<file path="src/rtl/div_pkg.sv">
// Shared definitions for the sequential restoring divider: FSM state type,
// default operand width and the counter-width helper.
package div_pkg;

  typedef enum logic [1:0] {
    IDLE = 2'd0,
    RUN  = 2'd1,
    DONE = 2'd2
  } div_state_e;

  // Counter must hold M-1, so log2(M)+1 bits covers both powers of two and others.
  function automatic int cbit_for(input int m);
    return $clog2(m) + 1;
  endfunction

  localparam int M_DEF    = 8;
  localparam int CBIT_DEF = cbit_for(M_DEF);

endpackage

</file>
<file path="src/rtl/div_datapath.sv">
// Restoring shift-subtract datapath: working R/Q/D registers, the M+1-bit
// compare/subtract and the result registers that hold between operations.
module div_datapath
  import div_pkg::*;
#(
  parameter int M = M_DEF
) (
  input  logic         clk,
  input  logic         nrst,
  input  logic         load,
  input  logic         step,
  input  logic         commit,
  input  logic [M-1:0] dividend,
  input  logic [M-1:0] divisor,
  output logic [M-1:0] quotient,
  output logic [M-1:0] remainder,
  output logic         div_by_zero
);

  logic [M-1:0] q_r;
  logic [M:0]   r_r;
  logic [M-1:0] d_r;
  logic [M-1:0] quotient_r;
  logic [M-1:0] remainder_r;
  logic         div_by_zero_r;

  logic [M:0]   t_s;
  logic [M:0]   d_ext_s;
  logic         ge_s;
  logic [M:0]   r_nxt_s;
  logic [M-1:0] q_nxt_s;

  // One restoring iteration: shift the next dividend bit into the partial remainder.
  always_comb begin
    t_s     = {r_r[M-1:0], q_r[M-1]};
    d_ext_s = {1'b0, d_r};
    ge_s    = 1'b0;
    r_nxt_s = t_s;
    if (t_s >= d_ext_s) begin
      ge_s    = 1'b1;
      r_nxt_s = t_s - d_ext_s;
    end else begin
      ge_s    = 1'b0;
      r_nxt_s = t_s;
    end
    q_nxt_s = {q_r[M-2:0], ge_s};
  end

  // Working registers: loaded on accepted start, advanced once per RUN cycle.
  always_ff @(posedge clk) begin
    if (!nrst) begin
      q_r <= '0;
      r_r <= '0;
      d_r <= '0;
    end else if (load) begin
      q_r <= dividend;
      r_r <= '0;
      d_r <= divisor;
    end else if (step) begin
      q_r <= q_nxt_s;
      r_r <= r_nxt_s;
    end else begin
      q_r <= q_r;
      r_r <= r_r;
      d_r <= d_r;
    end
  end

  // Result registers capture the final iteration directly, so they are valid with done.
  always_ff @(posedge clk) begin
    if (!nrst) begin
      quotient_r    <= '0;
      remainder_r   <= '0;
      div_by_zero_r <= 1'b0;
    end else if (commit) begin
      quotient_r    <= q_nxt_s;
      remainder_r   <= r_nxt_s[M-1:0];
      div_by_zero_r <= (d_r == '0);
    end else begin
      quotient_r    <= quotient_r;
      remainder_r   <= remainder_r;
      div_by_zero_r <= div_by_zero_r;
    end
  end

  assign quotient    = quotient_r;
  assign remainder   = remainder_r;
  assign div_by_zero = div_by_zero_r;

endmodule

</file>
<file path="src/rtl/seq_divider.sv">
// Sequential unsigned divider top: start/done handshake FSM and iteration
// counter around the restoring datapath; one quotient bit per clock.
module seq_divider
  import div_pkg::*;
#(
  parameter int M    = M_DEF,
  parameter int CBIT = CBIT_DEF
) (
  input  logic         clk,
  input  logic         nrst,
  input  logic         start,
  input  logic [M-1:0] dividend,
  input  logic [M-1:0] divisor,
  output logic         busy,
  output logic         done,
  output logic [M-1:0] quotient,
  output logic [M-1:0] remainder,
  output logic         div_by_zero
);

  div_state_e      state_r;
  div_state_e      state_nxt_s;
  logic [CBIT-1:0] cnt_r;
  logic            last_s;
  logic            load_s;
  logic            step_s;
  logic            commit_s;
  logic            busy_r;
  logic            done_r;

  assign last_s = (cnt_r == CBIT'(M - 1));

  // State register.
  always_ff @(posedge clk) begin
    if (!nrst) begin
      state_r <= IDLE;
    end else begin
      state_r <= state_nxt_s;
    end
  end

  // Next-state logic; start is only looked at while idle.
  always_comb begin
    state_nxt_s = state_r;
    case (state_r)
      IDLE: begin
        if (start) begin
          state_nxt_s = RUN;
        end else begin
          state_nxt_s = IDLE;
        end
      end
      RUN: begin
        if (last_s) begin
          state_nxt_s = DONE;
        end else begin
          state_nxt_s = RUN;
        end
      end
      DONE:    state_nxt_s = IDLE;
      default: state_nxt_s = IDLE;
    endcase
  end

  // Datapath strobes decoded from the current state.
  always_comb begin
    load_s   = 1'b0;
    step_s   = 1'b0;
    commit_s = 1'b0;
    case (state_r)
      IDLE: begin
        load_s = start;
      end
      RUN: begin
        step_s   = 1'b1;
        commit_s = last_s;
      end
      DONE: begin
        load_s = 1'b0;
      end
      default: begin
        load_s = 1'b0;
      end
    endcase
  end

  // Iteration counter: cleared on load, wraps to zero after the last step.
  always_ff @(posedge clk) begin
    if (!nrst) begin
      cnt_r <= '0;
    end else if (load_s) begin
      cnt_r <= '0;
    end else if (step_s) begin
      if (last_s) begin
        cnt_r <= '0;
      end else begin
        cnt_r <= cnt_r + CBIT'(1);
      end
    end else begin
      cnt_r <= cnt_r;
    end
  end

  // Handshake outputs are registered from the next state, keeping start off any comb path.
  always_ff @(posedge clk) begin
    if (!nrst) begin
      busy_r <= 1'b0;
      done_r <= 1'b0;
    end else begin
      busy_r <= (state_nxt_s != IDLE);
      done_r <= (state_nxt_s == DONE);
    end
  end

  assign busy = busy_r;
  assign done = done_r;

  div_datapath #(
    .M(M)
  ) u_datapath (
    .clk         (clk),
    .nrst        (nrst),
    .load        (load_s),
    .step        (step_s),
    .commit      (commit_s),
    .dividend    (dividend),
    .divisor     (divisor),
    .quotient    (quotient),
    .remainder   (remainder),
    .div_by_zero (div_by_zero)
  );

endmodule

</file>
<file path="config.mk">
export PLATFORM = sky130hd
export DESIGN_NAME = seq_divider
export DESIGN_NICKNAME = d
export VERILOG_FILES = /design/src/rtl/div_pkg.sv /design/src/rtl/div_datapath.sv /design/src/rtl/seq_divider.sv
export SDC_FILE = /design/constraint.sdc
export NUM_CORES = 1
export LEC_CHECK = 0
export ABC_CLOCK_PERIOD_IN_PS = 4590
export BUFFER_PORTS_ARGS = -buffer_cell sky130_fd_sc_hd__buf_4
export CELL_PAD_IN_SITES_DETAIL_PLACEMENT = 0
export CELL_PAD_IN_SITES_GLOBAL_PLACEMENT = 2
export CORE_ASPECT_RATIO = 1.75
export CORE_MARGIN = 8
export CORE_UTILIZATION = 35
export DETAILED_ROUTE_END_ITERATION = 12
export GPL_TIMING_DRIVEN = 0
export MAX_ROUTING_LAYER = met4
export PLACE_DENSITY_LB_ADDON = 0.1
export SETUP_SLACK_MARGIN = 0.5
export SKIP_LAST_GASP = 1
export SLEW_MARGIN = 20
export SYNTH_ARGS = -nofsm -noshare
export SYNTH_HDL_FRONTEND = slang
export SYNTH_SLANG_ARGS = --single-unit
</file>
<file path="constraint.sdc">
create_clock -name clk -period 4.59 [get_ports clk]
set_clock_uncertainty 0.05 [all_clocks]
set_input_delay 0 -clock clk [delete_from_list [all_inputs] [get_ports clk]]
set_output_delay 0 -clock clk [all_outputs]
set_load 0.01 [all_outputs]
</file>
==> PnR_summary.wiki <==
{| class="wikitable"
! Metric !! Value
|-
| Result of the run || complete, no violations
|-
| # DRC || 0
|-
| Number of enable flip-flop cells after synthesis || 0
|-
| Worst Path Buf+Inv || 1
|-
| RSZ-0062 raised after global routing || false
|-
| Yosys reg bits || 49
|-
| Fraction of final layout cells with drive strength greater than 1 || 16.7%
|-
| CP arrival || 2700 ps
|-
| Maximum clock insertion buffer count || 2
|-
| FF-to-FF setup slack || 2000 ps
|-
| Critical Setup Path Class || flip-flop to flip-flop
|-
| Syn-to-layout area delta || 29.5%
|-
| Antenna cells || 0
|-
| Startpoint of the most critical hold path || nrst
|-
| GR Layer Usage met1 || 15.0%
|-
| CP Capture Type || flip-flop
|-
| Chip width || 76.6 um
|-
| Total power per unit cell area || between 300 and 400 nW/um^2
|-
| Leading cell type in the layout, fill and taps excluded || nand2_1
|-
| Pin count of the biggest net entering global routing || 15
|-
| Setup tns final || 0 ps
|-
| Number of DRC violations after detailed-routing iteration 0 || 79
|-
| Crit path max-delay family || compound AO/OA/AOI/OAI gates
|-
| Met2 capacity usage during global routing || 26.5%
|-
| Starting utilization of the core area || about 36%
|-
| Capture point of the worst reg-to-reg path || u_datapath.remainder[6]
|-
| First-pass DRT Iterations || 4
|-
| CTS H-tree depth || 2
|-
| Max stage delay on crit path || roughly 570 ps
|-
| Global-route met3 utilization || under 10%
|-
| Launch point of the worst reg-to-reg path || u_datapath.d_r[6]
|-
| Cell area after synthesis || 2250 sq um
|-
| Detailed-route wire length per cell || approximately 15 um
|-
| Final period util || 56.5%
|-
| Post-Synthesis Cells || 274
|-
| Net switching component of the power || between 200 and 300 uW
|-
| Total nets after synthesis || 303
|-
| Gp weighted congestion || 0.781
|-
| Die height || 122 um
|-
| Routing layer with the top usage in global route || met2
|-
| CORE AREA || 6230 sq um
|-
| Inserted Clock Buffers || 5
|-
| Die footprint || 9360 sq um
|-
| Antenna violations before repair || 0
|-
| Worst min-delay path category || primary input to flip-flop
|-
| Number of instances resized during post-cts repair || 0
|-
| Avg Vias per Cell || 5.14
|-
| Most frequent cells in the layout || nand2_1 (50), dfxtp_1 (49), a21oi_1 (40), buf_4 (37)
|-
| GRT Total Usage || 14.8%
|-
| Proportion of synthesized flip-flops having asynchronous set or reset || 0%
|-
| Achievable frequency || 386 MHz
|-
| Ordered cell list for the critical path || inv_1 -> ha_1 -> a21o_2 -> a211oi_1 -> nand2_1 -> a32oi_1 -> a21oi_1
|-
| Switching Fraction || between 20% and 30%
|-
| CP max-delay cell || a211oi_1
|-
| Total of max-cap violations || 0
|-
| Worst-Margin Slew || 635 ps
|-
| Final setup vio count || 0
|-
| Avg Inst Size Synth || 8.22 sq um
|-
| Gate power share || between 20% and 30%
|-
| Internal power || between 700 and 800 uW
|-
| Maximum vdd drop || 0.000175 V
|-
| Slew Limit Headroom || 57.4%
|-
| Worst EP required || 4700 ps
|-
| FP Rows || 38
|-
| Synth warnings || 0
|-
| Final routed wirelength across all metal layers || 6.45 mm
|-
| Cell chosen for the clock root || clkbuf_8
|-
| Seq pwr share || a little under half
|-
| Clock transition at the registers of the reported paths || 90 ps
|-
| Hold depth || 3
|-
| Number of placed I/O pins || 38
|-
| Proportion of power drawn by the clock network || 32.0%
|-
| First-pass GRT wire length || 10.8 mm
|-
| Antenna-violating nets left || 0
|-
| Via Count || 2138
|-
| Final HPWL from detailed placement || 5.06 mm
|-
| Count of cells along the worst register-to-register path || 7
|-
| Synth Flop Type || dfxtp_1
|-
| Final Hold Fails || 0
|-
| Shortest period the worst path allows || ~2600 ps
|-
| Crit path max fanout || 5
|-
| Max-slew violation count || 0
|-
| Aggregate global routing overflow || 0
|-
| Number of buffer cells added on primary ports || 37
|-
| Final #Nets || 364
|-
| Hold worst-path end || cnt_r[2]
|-
| Crit start category || flip-flop
|-
| Worst skew pair latency || 300 ps
|-
| Via count of the first global-routing pass || between 2k and 2.5k
|-
| Placed cell count || 391
|-
| Filler-free cell count of the finished design || 416
|-
| Number of sinks on the clock net || 49
|-
| CTS tree || done
|-
| Share of the yosys chip area belonging to registers || 43.6%
|-
| Library cells used by synthesis || 42
|-
| Standby leakage power || 1.16 nW
|}
-- layout make-up --
class | instances | area [sq um]
Fill cell | 672 | 3310
Buffer | 15 | 66.3
Clock inverter | 1 | 30.0
Timing Repair Buffer | 54 | 448
Tap cell | 80 | 100
Clock buffer | 7 | 86.3
Sequential cell | 49 | 981
Inverter | 11 | 41.3
Multi-Input combinational cell | 199 | 1160
-- cell usage after synthesis (4+ instances only) --
cell / number / area share, %
a211oi_1: 7 / 2.3
a21oi_1: 40 / 8.9
or4_1: 4 / 1.3
nand3_1: 9 / 2.0
clkbuf_1: 11 / 1.8
nand4_1: 5 / 1.4
xor2_1: 5 / 1.9
nor2_1: 17 / 2.8
nand2_1: 50 / 8.3
ha_1: 9 / 5.0
dfxtp_1: 49 / 44
inv_1: 11 / 1.8
a22oi_1: 7 / 2.3
o21ai_0: 13 / 2.9
-- tightest hold or removal path: stages --
cell and delay (ps):
buf_4 90, nand2_1 180, nor2_1 140
-- stage by stage --
stage                     cell area [sq um]  total power [mW]  hold slack (ps)  util [%]  worst slack, ps
after global placement                 2630             0.679              203      42.2             2020
after floorplan                        2250             0.614             86.0         -             2490
after CTS                              2920              1.01             90.2      46.8             2000
after detailed placement               2630             0.678              211      42.2             2030
final                                  2920             0.996             86.2      46.8             2000
after global routing                   2920              1.05              118      46.8             1890
-- routing by layer --
metal | wire length [um] | share of wire (%)
met3 | 162 | 2.5
met2 | 3410 | 53
met1 | 2590 | 40
met5 | 0 | 0
met4 | 292 | 4.5
-- cells by family (layout without fill, tap and decap cells) --
kind of cell / Yosys count / count (layout) / share of synthesized area [%]
AOI/OAI and AO/OA: 79 / 79 / 21.3
xor gates and xnor gates: 6 / 6 / 2.33
adders and majority gates: 10 / 10 / 5.89
buffers and inverters: 26 / 88 / 4.78
DFF: 49 / 49 / 43.6
muxes: 3 / 3 / 1.33
and+or+nand+nor: 101 / 101 / 20.8
-- power groups by stage --
stage	clock [mW]	sequential [mW]	combinational, mW
finish	0.319	0.455	0.222
detailed placement	0	0.465	0.212
global placement	0	0.465	0.214
floorplan	0	0.461	0.152
global route	0.344	0.458	0.248
CTS	0.330	0.455	0.225
-- state kept, by name (all words and copies together) (netlist names) --
register / flops
u_datapath.d_r: 8
u_datapath.q_r: 8
u_datapath.quotient: 8
u_datapath.r_r: 8
u_datapath.remainder: 8
cnt_r: 4
state_r: 2
busy: 1
done: 1
u_datapath.div_by_zero: 1
-- timing repair --
item / 4_1_cts / 5_1_grt
hold buffers: 17 / 0
endpoints found under the setup margin: 0 / 0
hold endpoints to repair: 16 / 0
buffers inserted: 0 / 0
-- worst max-delay path by stage --
stage	startpoint	cells past startpoint	end	slack, ps
after global placement	u_datapath.d_r[6]	7	u_datapath.remainder[5]	2020
after detailed placement	u_datapath.d_r[6]	7	u_datapath.remainder[6]	2030
after floorplan	u_datapath.d_r[2]	8	u_datapath.remainder[6]	2490
after global routing	u_datapath.d_r[6]	7	u_datapath.remainder[5]	1890
final	u_datapath.d_r[6]	7	u_datapath.remainder[6]	2000
after CTS	u_datapath.d_r[6]	7	u_datapath.remainder[6]	2000
Power figures use the tool's default switching activity.
